File: src/rtl/ecc_10_pkg.sv
// rtl/ecc_10_pkg.sv - widths, error type and Hsiao column table for the 10-bit ECC
package ecc_10_pkg;

  localparam int ECC_DW = 10;
  localparam int ECC_PW = 5;

  typedef enum logic [1:0] {
    ERR_NONE = 2'd0,
    ERR_SBIT = 2'd1,
    ERR_DBIT = 2'd2
  } err_t;

  // Each data bit owns one distinct weight-3 column; parity bits own the unit columns.
  // All ten weight-3 patterns of a 5-bit syndrome are used, ascending by value.
  function automatic logic [ECC_PW-1:0] ecc_col(input int idx);
    logic [ECC_PW-1:0] col;
    case (idx)
      0:       col = 5'b00111;
      1:       col = 5'b01011;
      2:       col = 5'b01101;
      3:       col = 5'b01110;
      4:       col = 5'b10011;
      5:       col = 5'b10101;
      6:       col = 5'b10110;
      7:       col = 5'b11001;
      8:       col = 5'b11010;
      9:       col = 5'b11100;
      default: col = 5'b00000;
    endcase
    return col;
  endfunction

  // Parity that the write side stores alongside the data.
  function automatic logic [ECC_PW-1:0] ecc_parity(input logic [ECC_DW-1:0] data);
    logic [ECC_PW-1:0] par;
    par = '0;
    for (int i = 0; i < ECC_DW; i++) begin
      if (data[i]) par = par ^ ecc_col(i);
    end
    return par;
  endfunction

endpackage

File: src/rtl/ecc_10_rd_pipe_if.sv
// rtl/ecc_10_rd_pipe_if.sv - RAM-read to FIFO-pop word stream bundle
interface ecc_10_rd_pipe_if
  import ecc_10_pkg::*;
#(
  parameter int AW = 4
);
  logic              in_valid;
  logic              in_ready;
  logic [ECC_DW-1:0] in_data;
  logic [ECC_PW-1:0] in_parity;
  logic [AW-1:0]     in_addr;
  logic              bypass;
  logic              out_valid;
  logic              out_ready;
  logic [ECC_DW-1:0] out_data;
  logic              out_sbit;
  logic              out_dbit;

  modport master (
    output in_valid, in_data, in_parity, in_addr, bypass, out_ready,
    input  in_ready, out_valid, out_data, out_sbit, out_dbit
  );

  modport slave (
    input  in_valid, in_data, in_parity, in_addr, bypass, out_ready,
    output in_ready, out_valid, out_data, out_sbit, out_dbit
  );
endinterface

File: src/rtl/ecc_10_cal.sv
// rtl/ecc_10_cal.sv - combinational syndrome check and single-bit correction
module ecc_10_cal
  import ecc_10_pkg::*;
(
  input  logic [ECC_DW-1:0] data_in,
  input  logic [ECC_PW-1:0] parity_in,
  input  logic              bypass,
  output logic [ECC_DW-1:0] data_out,
  output err_t              err_type
);

  logic [ECC_PW-1:0] w_syn;

  assign w_syn = ecc_parity(data_in) ^ parity_in;

  // Zero syndrome is clean, a unit syndrome is a flipped parity bit, a data column
  // flips that data bit; anything else is uncorrectable and the data passes as stored.
  always_comb begin
    data_out = data_in;
    err_type = ERR_NONE;
    if (!bypass && (w_syn != '0)) begin
      if ($countones(w_syn) == 1) begin
        err_type = ERR_SBIT;
      end else begin
        err_type = ERR_DBIT;
        for (int i = 0; i < ECC_DW; i++) begin
          if (w_syn == ecc_col(i)) begin
            data_out[i] = ~data_in[i];
            err_type    = ERR_SBIT;
          end
        end
      end
    end
  end

endmodule

File: src/rtl/ecc_10_rd_pipe.sv
// rtl/ecc_10_rd_pipe.sv - two-stage read-side ECC pipeline with error counters and log
module ecc_10_rd_pipe
  import ecc_10_pkg::*;
#(
  parameter int AW = 4,
  parameter int CW = 8
)(
  input  logic          clk,
  input  logic          rst_n,
  ecc_10_rd_pipe_if.slave bus,
  input  logic          cnt_clr,
  output logic [CW-1:0] sbit_cnt,
  output logic [CW-1:0] dbit_cnt,
  output logic [AW-1:0] err_addr,
  output logic          err_addr_vld,
  output logic          err_is_dbit,
  output logic          err_irq
);

  localparam logic [CW-1:0] CNT_MAX = '1;

  logic              r_s1_vld;
  logic              r_s1_byp;
  logic [ECC_DW-1:0] r_s1_data;
  logic [ECC_PW-1:0] r_s1_par;
  logic [AW-1:0]     r_s1_addr;

  logic              r_s2_vld;
  logic [ECC_DW-1:0] r_s2_data;
  logic              r_s2_sbit;
  logic              r_s2_dbit;

  logic [CW-1:0]     r_sbit_cnt;
  logic [CW-1:0]     r_dbit_cnt;
  logic [AW-1:0]     r_err_addr;
  logic              r_err_vld;
  logic              r_err_dbit;
  logic              r_irq;

  logic              w_s2_adv;
  logic              w_s1_adv;
  logic              w_evt;
  logic              w_evt_sbit;
  logic              w_evt_dbit;
  logic              w_log_cap;
  logic [ECC_DW-1:0] w_cal_data;
  err_t              w_cal_err;

  ecc_10_cal u_cal (
    .data_in   (r_s1_data),
    .parity_in (r_s1_par),
    .bypass    (r_s1_byp),
    .data_out  (w_cal_data),
    .err_type  (w_cal_err)
  );

  assign w_s2_adv = !r_s2_vld || bus.out_ready;
  assign w_s1_adv = !r_s1_vld || w_s2_adv;

  // A word is counted exactly once: at the moment it leaves S1 for S2.
  assign w_evt      = r_s1_vld && w_s2_adv;
  assign w_evt_sbit = w_evt && (w_cal_err == ERR_SBIT);
  assign w_evt_dbit = w_evt && (w_cal_err == ERR_DBIT);
  assign w_log_cap  = (w_evt_sbit || w_evt_dbit) &&
                      (!r_err_vld || (w_evt_dbit && !r_err_dbit));

  assign bus.in_ready  = w_s1_adv;
  assign bus.out_valid = r_s2_vld;
  assign bus.out_data  = r_s2_data;
  assign bus.out_sbit  = r_s2_sbit;
  assign bus.out_dbit  = r_s2_dbit;

  assign sbit_cnt     = r_sbit_cnt;
  assign dbit_cnt     = r_dbit_cnt;
  assign err_addr     = r_err_addr;
  assign err_addr_vld = r_err_vld;
  assign err_is_dbit  = r_err_dbit;
  assign err_irq      = r_irq;

  // S1: capture the raw RAM word whenever the stage is free or draining.
  always_ff @(posedge clk or negedge rst_n) begin
    if (!rst_n) begin
      r_s1_vld  <= 1'b0;
      r_s1_byp  <= 1'b0;
      r_s1_data <= '0;
      r_s1_par  <= '0;
      r_s1_addr <= '0;
    end else if (w_s1_adv) begin
      r_s1_vld <= bus.in_valid;
      if (bus.in_valid) begin
        r_s1_byp  <= bus.bypass;
        r_s1_data <= bus.in_data;
        r_s1_par  <= bus.in_parity;
        r_s1_addr <= bus.in_addr;
      end
    end
  end

  // S2: register the corrected word; held unchanged while the consumer stalls.
  always_ff @(posedge clk or negedge rst_n) begin
    if (!rst_n) begin
      r_s2_vld  <= 1'b0;
      r_s2_data <= '0;
      r_s2_sbit <= 1'b0;
      r_s2_dbit <= 1'b0;
    end else if (w_s2_adv) begin
      r_s2_vld <= r_s1_vld;
      if (r_s1_vld) begin
        r_s2_data <= w_cal_data;
        r_s2_sbit <= (w_cal_err == ERR_SBIT);
        r_s2_dbit <= (w_cal_err == ERR_DBIT);
      end
    end
  end

  // Saturating error counters; a clear beats a same-cycle event.
  always_ff @(posedge clk or negedge rst_n) begin
    if (!rst_n) begin
      r_sbit_cnt <= '0;
      r_dbit_cnt <= '0;
    end else if (cnt_clr) begin
      r_sbit_cnt <= '0;
      r_dbit_cnt <= '0;
    end else begin
      if (w_evt_sbit && (r_sbit_cnt != CNT_MAX)) r_sbit_cnt <= r_sbit_cnt + CW'(1);
      if (w_evt_dbit && (r_dbit_cnt != CNT_MAX)) r_dbit_cnt <= r_dbit_cnt + CW'(1);
    end
  end

  // Error log keeps the first error, upgrading once if a dbit follows a logged sbit.
  always_ff @(posedge clk or negedge rst_n) begin
    if (!rst_n) begin
      r_err_addr <= '0;
      r_err_vld  <= 1'b0;
      r_err_dbit <= 1'b0;
    end else if (cnt_clr) begin
      r_err_addr <= '0;
      r_err_vld  <= 1'b0;
      r_err_dbit <= 1'b0;
    end else if (w_log_cap) begin
      r_err_addr <= r_s1_addr;
      r_err_vld  <= 1'b1;
      r_err_dbit <= w_evt_dbit;
    end
  end

  // One-cycle interrupt per uncorrectable word, unaffected by counter clears.
  always_ff @(posedge clk or negedge rst_n) begin
    if (!rst_n) r_irq <= 1'b0;
    else        r_irq <= w_evt_dbit;
  end

endmodule

File: src/flat_wrapper.sv
// flat-port wrapper written by rule: the top's interface ports become plain ports
module ecc_10_rd_pipe_flat import ecc_10_pkg::*;
#(
  parameter int AW = 4,
  parameter int CW = 8
)
  (clk, rst_n, cnt_clr, sbit_cnt, dbit_cnt, err_addr, err_addr_vld, err_is_dbit, err_irq, bus_in_valid, bus_in_data, bus_in_parity, bus_in_addr, bus_bypass, bus_out_ready, bus_in_ready, bus_out_valid, bus_out_data, bus_out_sbit, bus_out_dbit);
  ecc_10_rd_pipe_if #(.AW(AW)) bus_i ();
  input  logic clk;
  input  logic rst_n;
  input  logic cnt_clr;
  output logic [CW-1:0] sbit_cnt;
  output logic [CW-1:0] dbit_cnt;
  output logic [AW-1:0] err_addr;
  output logic err_addr_vld;
  output logic err_is_dbit;
  output logic err_irq;
  input wire logic [$bits(bus_i.in_valid)-1:0] bus_in_valid;
  input wire logic [$bits(bus_i.in_data)-1:0] bus_in_data;
  input wire logic [$bits(bus_i.in_parity)-1:0] bus_in_parity;
  input wire logic [$bits(bus_i.in_addr)-1:0] bus_in_addr;
  input wire logic [$bits(bus_i.bypass)-1:0] bus_bypass;
  input wire logic [$bits(bus_i.out_ready)-1:0] bus_out_ready;
  output wire logic [$bits(bus_i.in_ready)-1:0] bus_in_ready;
  output wire logic [$bits(bus_i.out_valid)-1:0] bus_out_valid;
  output wire logic [$bits(bus_i.out_data)-1:0] bus_out_data;
  output wire logic [$bits(bus_i.out_sbit)-1:0] bus_out_sbit;
  output wire logic [$bits(bus_i.out_dbit)-1:0] bus_out_dbit;
  assign bus_i.in_valid = bus_in_valid;
  assign bus_i.in_data = bus_in_data;
  assign bus_i.in_parity = bus_in_parity;
  assign bus_i.in_addr = bus_in_addr;
  assign bus_i.bypass = bus_bypass;
  assign bus_i.out_ready = bus_out_ready;
  assign bus_in_ready = bus_i.in_ready;
  assign bus_out_valid = bus_i.out_valid;
  assign bus_out_data = bus_i.out_data;
  assign bus_out_sbit = bus_i.out_sbit;
  assign bus_out_dbit = bus_i.out_dbit;
  ecc_10_rd_pipe #(.AW(AW), .CW(CW)) u_core (.clk(clk), .rst_n(rst_n), .bus(bus_i), .cnt_clr(cnt_clr), .sbit_cnt(sbit_cnt), .dbit_cnt(dbit_cnt), .err_addr(err_addr), .err_addr_vld(err_addr_vld), .err_is_dbit(err_is_dbit), .err_irq(err_irq));
endmodule
File: config.mk
export PLATFORM = sky130hd
export DESIGN_NAME = ecc_10_rd_pipe_flat
export DESIGN_NICKNAME = d
export VERILOG_FILES = /design/src/rtl/ecc_10_pkg.sv /design/src/rtl/ecc_10_rd_pipe_if.sv /design/src/rtl/ecc_10_cal.sv /design/src/rtl/ecc_10_rd_pipe.sv /design/src/flat_wrapper.sv
export SDC_FILE = /design/constraint.sdc
export NUM_CORES = 1
export LEC_CHECK = 0
export ABC_AREA = 1
export CORE_UTILIZATION = 40
export DETAILED_ROUTE_END_ITERATION = 8
export GPL_TIMING_DRIVEN = 1
export PLACE_DENSITY_LB_ADDON = 0.1
export SETUP_SLACK_MARGIN = 0.3
export SYNTH_ARGS = -nofsm -noshare
export SYNTH_HDL_FRONTEND = slang
export SYNTH_HIERARCHICAL = 1
export SYNTH_SLANG_ARGS = --single-unit
export TNS_END_PERCENT = 50
File: constraint.sdc
create_clock -name clk -period 4 [get_ports clk]
set_input_delay 0.6 -clock clk [delete_from_list [all_inputs] [get_ports clk]]
set_output_delay 0.6 -clock clk [all_outputs]
set_load 0.05 [all_outputs]
======== Word-level counts from Yosys, hierarchy flattened ========
Index checks and enable logic that the tools add are counted.
word-level totals
  register bits after elaboration ......... 57
  word-level logic and storage cells ...... 152
  output and inout bits ................... 37
cells by class
  bitwise gates (word level) .............. 20
  mux-type cells .......................... 73
  reduce and logical (&&, ||, !) cells .... 23
  $add $sub $neg .......................... 6
  eq/ne operators ......................... 15
operators by type and width
  cell                   number
  $mux W5                38
  $eq A5 B5 Y1           10
  $xor A5 B5 Y5          10
  $mux W8                4
  $mux W2                12
  $mux W10               2
  $add A8 B1 Y8 const B  2
  $ne A8 B8 Y1 const B   2
  $mux W1                14
  $not A1 Y1             10
  $logic_and A1 B1 Y1    8
  $mux W4                2
  $reduce_bool A2 Y1     3
  $logic_not A1 Y1       5
  $reduce_bool A5 Y1     1
  $add A1 B1 Y2          2
  $add A3 B1 Y4          1
  $eq A4 B1 Y1 const B   1
  $logic_or A1 B1 Y1     4
  $reduce_and A2 Y1      2
  $add A2 B2 Y3          1
  $mux W3                1
  $eq A2 B1 Y1 const B   1
  $eq A2 B2 Y1 const B   1

======== Longest topological paths before layout ========
  depth after elaboration ................. 46
  depth in mapped cells ................... 26

======== Cells and area by module ========
The synthesis kept the hierarchy.
by module, submodules not included
  module          area an instance (um^2)  instances  sequential area each (um^2)  cells each
  ecc_10_rd_pipe  2637.5                   1          1426.4                       310
  ecc_10_cal      1086.0                   1          0.0                          221

======== Least setup slack after synthesis ========
Ideal clock, no wire load.
  path kind ............................... reg2reg
  start point ............................. reg u_core.r_s1_data[7]
  end point ............................... reg u_core.r_err_addr[0], in the netlist u_core/err_addr[0]
  clock period less this slack ............ 3475 ps
  arrival ................................. 3409 ps
  stages on the path, launching flop included .. 22
  buffers on the path ..................... 1
  required time ........................... 3934 ps
  path slack .............................. 525 ps
  cells stage by stage .................... dfrtp_1 -> buf_2 -> xnor2_1 -> xor2_1 -> xnor2_1 -> inv_1 -> fa_1 -> fa_1 -> ha_1 -> nor3_1 -> inv_1 -> nand2_1 -> nor2_1 -> nand3_1 -> nand2_1 -> inv_1 -> nand2_1 -> nor2_8 -> nand2_4 -> nand2_4 -> nand3_1 -> nand2_1
between the ends
  longest elaborated chain between the ends .. 25
  elaborated cells between the ends (all ways) .. 44
  classes of those cells .................. add/sub (4); eq/ne (13); mux (15); bitwise (3); reduce/logical (9)
RTL lines
  element                         RTL line               RTL
  from (decl)                     ecc_10_rd_pipe.sv:24   logic [ECC_DW-1:0] r_s1_data;
  from (signal assigned)          ecc_10_rd_pipe.sv:92   r_s1_data <= bus.in_data;
  $mux W5 *                       ecc_10_pkg.sv:38       if (data[i]) par = par ^ ecc_col(i);
  $xor A5 B5 Y5                   ecc_10_pkg.sv:38
  $mux W5 *                       ecc_10_pkg.sv:38
  $xor A5 B5 Y5                   ecc_10_pkg.sv:38
  $mux W5 *                       ecc_10_pkg.sv:38
  $xor A5 B5 Y5 *                 ecc_10_cal.sv:14       assign w_syn = ecc_parity(data_in) ^ parity_in;
  $eq A5 B5 Y1                    ecc_10_cal.sv:27       if (w_syn == ecc_col(i)) begin
  $mux W2 (10 in a row)           ecc_10_cal.sv:27
  $mux W2                         ecc_10_cal.sv:22       if ($countones(w_syn) == 1) begin
  $mux W2 *                       ecc_10_cal.sv:21       if (!bypass && (w_syn != '0)) begin
  named net u_core.w_cal_err[0]   ecc_10_rd_pipe.sv:47   err_t w_cal_err;
  $eq A2 B2 Y1                    ecc_10_rd_pipe.sv:63   assign w_evt_dbit = w_evt && (w_cal_err == ERR_DBIT);
  $logic_and A1 B1 Y1             ecc_10_rd_pipe.sv:63
  $logic_and A1 B1 Y1             ecc_10_rd_pipe.sv:65   (!r_err_vld || (w_evt_dbit && !r_err_dbit));
  $logic_or A1 B1 Y1              ecc_10_rd_pipe.sv:65
  $logic_and A1 B1 Y1 *           ecc_10_rd_pipe.sv:64   assign w_log_cap = (w_evt_sbit || w_evt_dbit) &&
  $reduce_bool A2 Y1 (no line) *  --
  to (signal assigned)            ecc_10_rd_pipe.sv:141  r_err_addr <= r_s1_addr;
  to (decl)                       ecc_10_rd_pipe.sv:35   logic [AW-1:0] r_err_addr;
The timed path passes the listed nets; every way through them passes the cells marked *.
A chain may end at the register's enable or synchronous reset.

======== Worst setup path in the final report ========
  start point ............................. reg u_core.r_s1_data[6]
  end point ............................... reg u_core.r_err_addr[2], in the netlist u_core/err_addr[2]
between the ends
  longest elaborated chain between the ends .. 27
  elaborated cells between the ends (all ways) .. 46
  classes of those cells .................. add/sub (4); eq/ne (13); mux (16); bitwise (4); reduce/logical (9)
RTL lines
  element                         RTL line
  $mux W5 *                       ecc_10_pkg.sv:38
  $xor A5 B5 Y5                   ecc_10_pkg.sv:38
  $mux W5 *                       ecc_10_pkg.sv:38
  $xor A5 B5 Y5                   ecc_10_pkg.sv:38
  $mux W5 *                       ecc_10_pkg.sv:38
  $xor A5 B5 Y5                   ecc_10_pkg.sv:38
  $mux W5 *                       ecc_10_pkg.sv:38
  $xor A5 B5 Y5 *                 ecc_10_cal.sv:14
  [12 not listed]                 --
  $mux W2 *                       ecc_10_cal.sv:21
  named net u_core.w_cal_err[0]   ecc_10_rd_pipe.sv:47
  $eq A2 B2 Y1                    ecc_10_rd_pipe.sv:63
  $logic_and A1 B1 Y1             ecc_10_rd_pipe.sv:63
  $logic_and A1 B1 Y1             ecc_10_rd_pipe.sv:65
  $logic_or A1 B1 Y1              ecc_10_rd_pipe.sv:65
  $logic_and A1 B1 Y1 *           ecc_10_rd_pipe.sv:64
  $reduce_bool A2 Y1 (no line) *  --
Marks and branches as above.

==> load_flow_metrics.sql <==
INSERT INTO impl_metrics (metric_group, metric, value, unit) VALUES
('run_status', 'status', 'complete, but fails checks', ''),
('run_status', 'failed_checks', 'DRC', ''),
('worst_setup_path', 'critical_path.reg2reg.startpoint', 'u_core/r_s1_data[6]$_DFFE_PN0P_', ''),
('pwr', 'leakagePower', '2.42', 'nW'),
('min_path', 'hold_path.class', 'primary input to asynchronous set/reset pin', ''),
('worst_setup_path', 'r2r-end', 'u_core/err_addr[2]$_DFFE_PN0P_', ''),
('clock_network', 'clock_path_buffers', '2', ''),
('clock_network', 'htree_num_levels', '3', ''),
('worst_setup_path', 'end_kind', 'flip-flop', ''),
('worst_setup_path', 'critical_path_arrival', '3790', 'ps'),
('pwr', 'sequentialPowerShare', '23.5', '%'),
('yosys', 'combined_area_of_all_synthesized_cells', '3720', 'sq um'),
('sta', 'final.setup.worst_slack', '480', 'ps'),
('sta', 'hold_viol', '0', ''),
('clock_network', 'cts_num_sinks', '57', ''),
('sta', 'setup_viol_count_final', '0', ''),
('grt', 'grt_start_max_net_pins', '39', ''),
('layout', 'share_of_post_route_cells_with_drive_strength_above_1', '17.7', '%'),
('pwr', 'p_switching', '1.67', 'mW'),
('pwr', 'switching_share', '48.9', '%'),
('placement', 'pre_cts_slack', '130', 'ps'),
('floorplanning', 'floorplan.initialDensity', '42.1', '%'),
('layout', 'synthToLayoutAreaGrowth', '29.1', '%'),
('worst_setup_path', 'crit_fanout', '6', ''),
('floorplanning', 'core-area', '8850', 'sq um'),
('worst_setup_path', 'cpMaxStageDelayCell', 'sky130_fd_sc_hd__fa_1', ''),
('clock_network', 'clk_pin_slew', '70', 'ps'),
('layout', 'finish.net_count', '640', ''),
('yosys', 'ys_seq_elements', '57', ''),
('placement', 'placed_area', '4440', 'sq um'),
('sta', 'maxClockFrequency', '284', 'MHz'),
('sta', 'setup_tns', '0', 'ps'),
('worst_setup_path', 'critical_path.max_stage_delay', '500', 'ps'),
('placement', 'place.port_buffers', '61', ''),
('floorplanning', 'die_w', '98.5', 'um'),
('pwr', 'clkPwrFrac', '16.4', '%'),
('detailed_routing', 'route.detailed.vias_per_inst', '4.88', ''),
('clock_network', 'cts-buffers-inserted', '9', ''),
('layout', 'layout.core_utilization', '54.3', '%'),
('layout', 'insertedDiodeCount', '0', ''),
('clock_network', 'clk_latency', '330', 'ps'),
('worst_setup_path', 'crit_chain', 'inv_4, nand2_1, nand2_2, xor2_1, xnor2_1, inv_1, fa_1, fa_2, ha_1, nor3_2, inv_1, nand2_1, nor2_1, nand3_1, nand2_1, inv_1, nand2_2, nor2_8, nand2_4, nand2_4, nand3_1, nand2_1', ''),
('worst_setup_path', 'cpMostUsedCell', 'sky130_fd_sc_hd__nand2_1', ''),
('floorplanning', 'pin_count', '62', ''),
('yosys', 'net_count_after_synthesis', '565', ''),
('grt', 'grt_pass1_wl', '15500', 'um'),
('detailed_routing', 'routed_wirelength', '9150', 'um'),
('sta', 'timing.clock.skew', '10.1', 'ps'),
('sta', 'tightestPinTransition', '859', 'ps'),
('floorplanning', 'floorplan_die_height', '98.5', 'um'),
('grt', 'antenna_found_initial', '0', ''),
('yosys', 'syn-instance-count', '531', ''),
('placement', 'dpl.cell_count', '692', ''),
('detailed_routing', 'final_antenna_net_count', '0', ''),
('pwr', 'combinationalPowerShare', '60.1', '%'),
('sta', 'min_period_over_period', '88.0', '%'),
('worst_setup_path', 'worstPathBufferInverterCount', '4', ''),
('sta', 'period_minus_slack', '3520', 'ps'),
('layout', 'most_common_library_cell_in_the_layout_ignoring_fill_and_taps', 'sky130_fd_sc_hd__nand2_1', ''),
('yosys', 'sequential_element_share_of_the_synthesized_area', '38.3', '%'),
('sta', 'slew_headroom', '42.8', '%'),
('layout', 'postLayoutCellArea', '4810', 'sq um'),
('sta', 'rsz_0062_raised_after_global_routing', 'true', ''),
('sta', 'fin_worst_hold_slack', '368', 'ps'),
('detailed_routing', 'detail_route.drc_violations', '2', ''),
('yosys', 'avgSynthCellArea', '7.01', 'sq um'),
('yosys', 'yosysWarningCount', '6', ''),
('pwr', 'cell_internal_power_dissipation', '1.74', 'mW'),
('grt', 'first_global_vias', '3264', ''),
('worst_setup_path', 'reg2reg_setup_slack', '480', 'ps'),
('clock_network', 'root_cell_of_the_clock_tree', 'sky130_fd_sc_hd__clkbuf_8', '');
## flip-flops by register name, summed over array words and instances (netlist names)
signal	flops
u_core/r_s1_par	5
u_core/bus.out_data	10
u_core/dbit_cnt	8
u_core/err_addr_vld	1
u_core/err_addr	4
u_core/bus.out_dbit	1
u_core/bus.out_sbit	1
u_core/sbit_cnt	8
u_core/err_irq	1
u_core/r_s1_vld	1
u_core/r_s1_byp	1
u_core/r_s1_addr	4
u_core/err_is_dbit	1
u_core/bus.out_valid	1
u_core/r_s1_data	10
## power by group through the flow
stage	combinational, mW	sequential, mW	clock (mW)
global route	2.25	0.822	0.598
floorplan	1.09	1.09	0
detailed placement	1.88	0.808	0
finish	2.05	0.801	0.559
global placement	1.86	0.806	0
CTS	1.93	0.800	0.576
## metal layers
layer  share of wire [%]  wire length, um  GRT usage (%)  vias up
met3                 3.4              310           3.26       13
li1                    -                -              -     1805
met2                  45             4110           31.2       69
met5                   0                0              0        -
met4                 1.4              130           5.86        0
met1                  50             4590           28.8     1624
## cell families after synthesis
| kind of cell | share of synthesized area [%] |
|---|---|
| xor gates and xnor gates | 3.76 |
| AOI/OAI and AO/OA | 3.02 |
| and+or+nand+nor | 43.1 |
| DFF | 38.3 |
| buffers and inverters | 7.83 |
| adders and majority gates | 3.43 |
| muxes | 0.538 |
## layout make-up
class,instances,area (sq um)
clock inverter,4,51.3
multi-input combinational,403,2060
clock buffer,12,155
timing repair buffer,81,763
inverter,54,208
tap,108,135
fill,907,4040
sequential,57,1430
## timing repair
item | 4_1_cts | 5_1_grt
buffers inserted | 2 | 9
pin swaps | 2 | 14
gates cloned | 0 | 0
hold endpoints to repair | 0 | 0
resized for setup | 4 | 18
setup endpoints to repair | 22 | 24
## cells in the mapped netlist
library cell	instances	share of area (%)
sky130_fd_sc_hd__dfrtp_1	57	38
sky130_fd_sc_hd__buf_2	8	1.1
sky130_fd_sc_hd__nand2_1	217	22
sky130_fd_sc_hd__xnor2_1	9	2.1
sky130_fd_sc_hd__xor2_1	7	1.6
sky130_fd_sc_hd__ha_1	7	2.4
sky130_fd_sc_hd__o21ai_0	2	0.27
sky130_fd_sc_hd__inv_2	19	1.9
sky130_fd_sc_hd__fa_1	2	1.1
sky130_fd_sc_hd__a31oi_1	1	0.17
sky130_fd_sc_hd__nor3_1	4	0.54
sky130_fd_sc_hd__nand3_1	59	7.9
sky130_fd_sc_hd__o21ai_1	8	1.1
sky130_fd_sc_hd__nand2_4	8	2.4
sky130_fd_sc_hd__nand2_2	13	2.2
sky130_fd_sc_hd__nor2_4	3	0.91
sky130_fd_sc_hd__nor2_1	34	3.4
sky130_fd_sc_hd__nor2_2	5	0.84
sky130_fd_sc_hd__a21oi_2	3	0.71
sky130_fd_sc_hd__buf_6	1	0.30
sky130_fd_sc_hd__a21oi_1	6	0.81
sky130_fd_sc_hd__buf_4	2	0.40
sky130_fd_sc_hd__nor3_2	1	0.27
sky130_fd_sc_hd__nand3b_1	1	0.20
sky130_fd_sc_hd__buf_1	2	0.20
sky130_fd_sc_hd__nand3_2	3	0.81
sky130_fd_sc_hd__nor2_8	1	0.54
sky130_fd_sc_hd__nand4_1	7	1.2
sky130_fd_sc_hd__mux2i_1	2	0.54
sky130_fd_sc_hd__inv_1	35	3.5
sky130_fd_sc_hd__clkbuf_1	4	0.40
## worst max path at each step
| stage | start | to | slack (ps) | depth (start not counted) |
|---|---|---|---|---|
| after global routing | u_core/r_s1_data[2]$_DFFE_PN0P_ | u_core/err_addr[1]$_DFFE_PN0P_ | 260 | 21 |
| final | u_core/r_s1_data[6]$_DFFE_PN0P_ | u_core/err_addr[2]$_DFFE_PN0P_ | 480 | 22 |
| after floorplan | u_core/r_s1_data[7]$_DFFE_PN0P_ | u_core/err_addr[0]$_DFFE_PN0P_ | 520 | 21 |
| after CTS | u_core/r_s1_data[4]$_DFFE_PN0P_ | u_core/err_addr[2]$_DFFE_PN0P_ | 300 | 20 |
| after detailed placement | u_core/r_s1_data[1]$_DFFE_PN0P_ | u_core/err_addr[2]$_DFFE_PN0P_ | 130 | 22 |
| after global placement | u_core/r_s1_data[2]$_DFFE_PN0P_ | u_core/err_addr[0]$_DFFE_PN0P_ | 280 | 22 |
No activity file was read; power rests on OpenSTA's default activity.
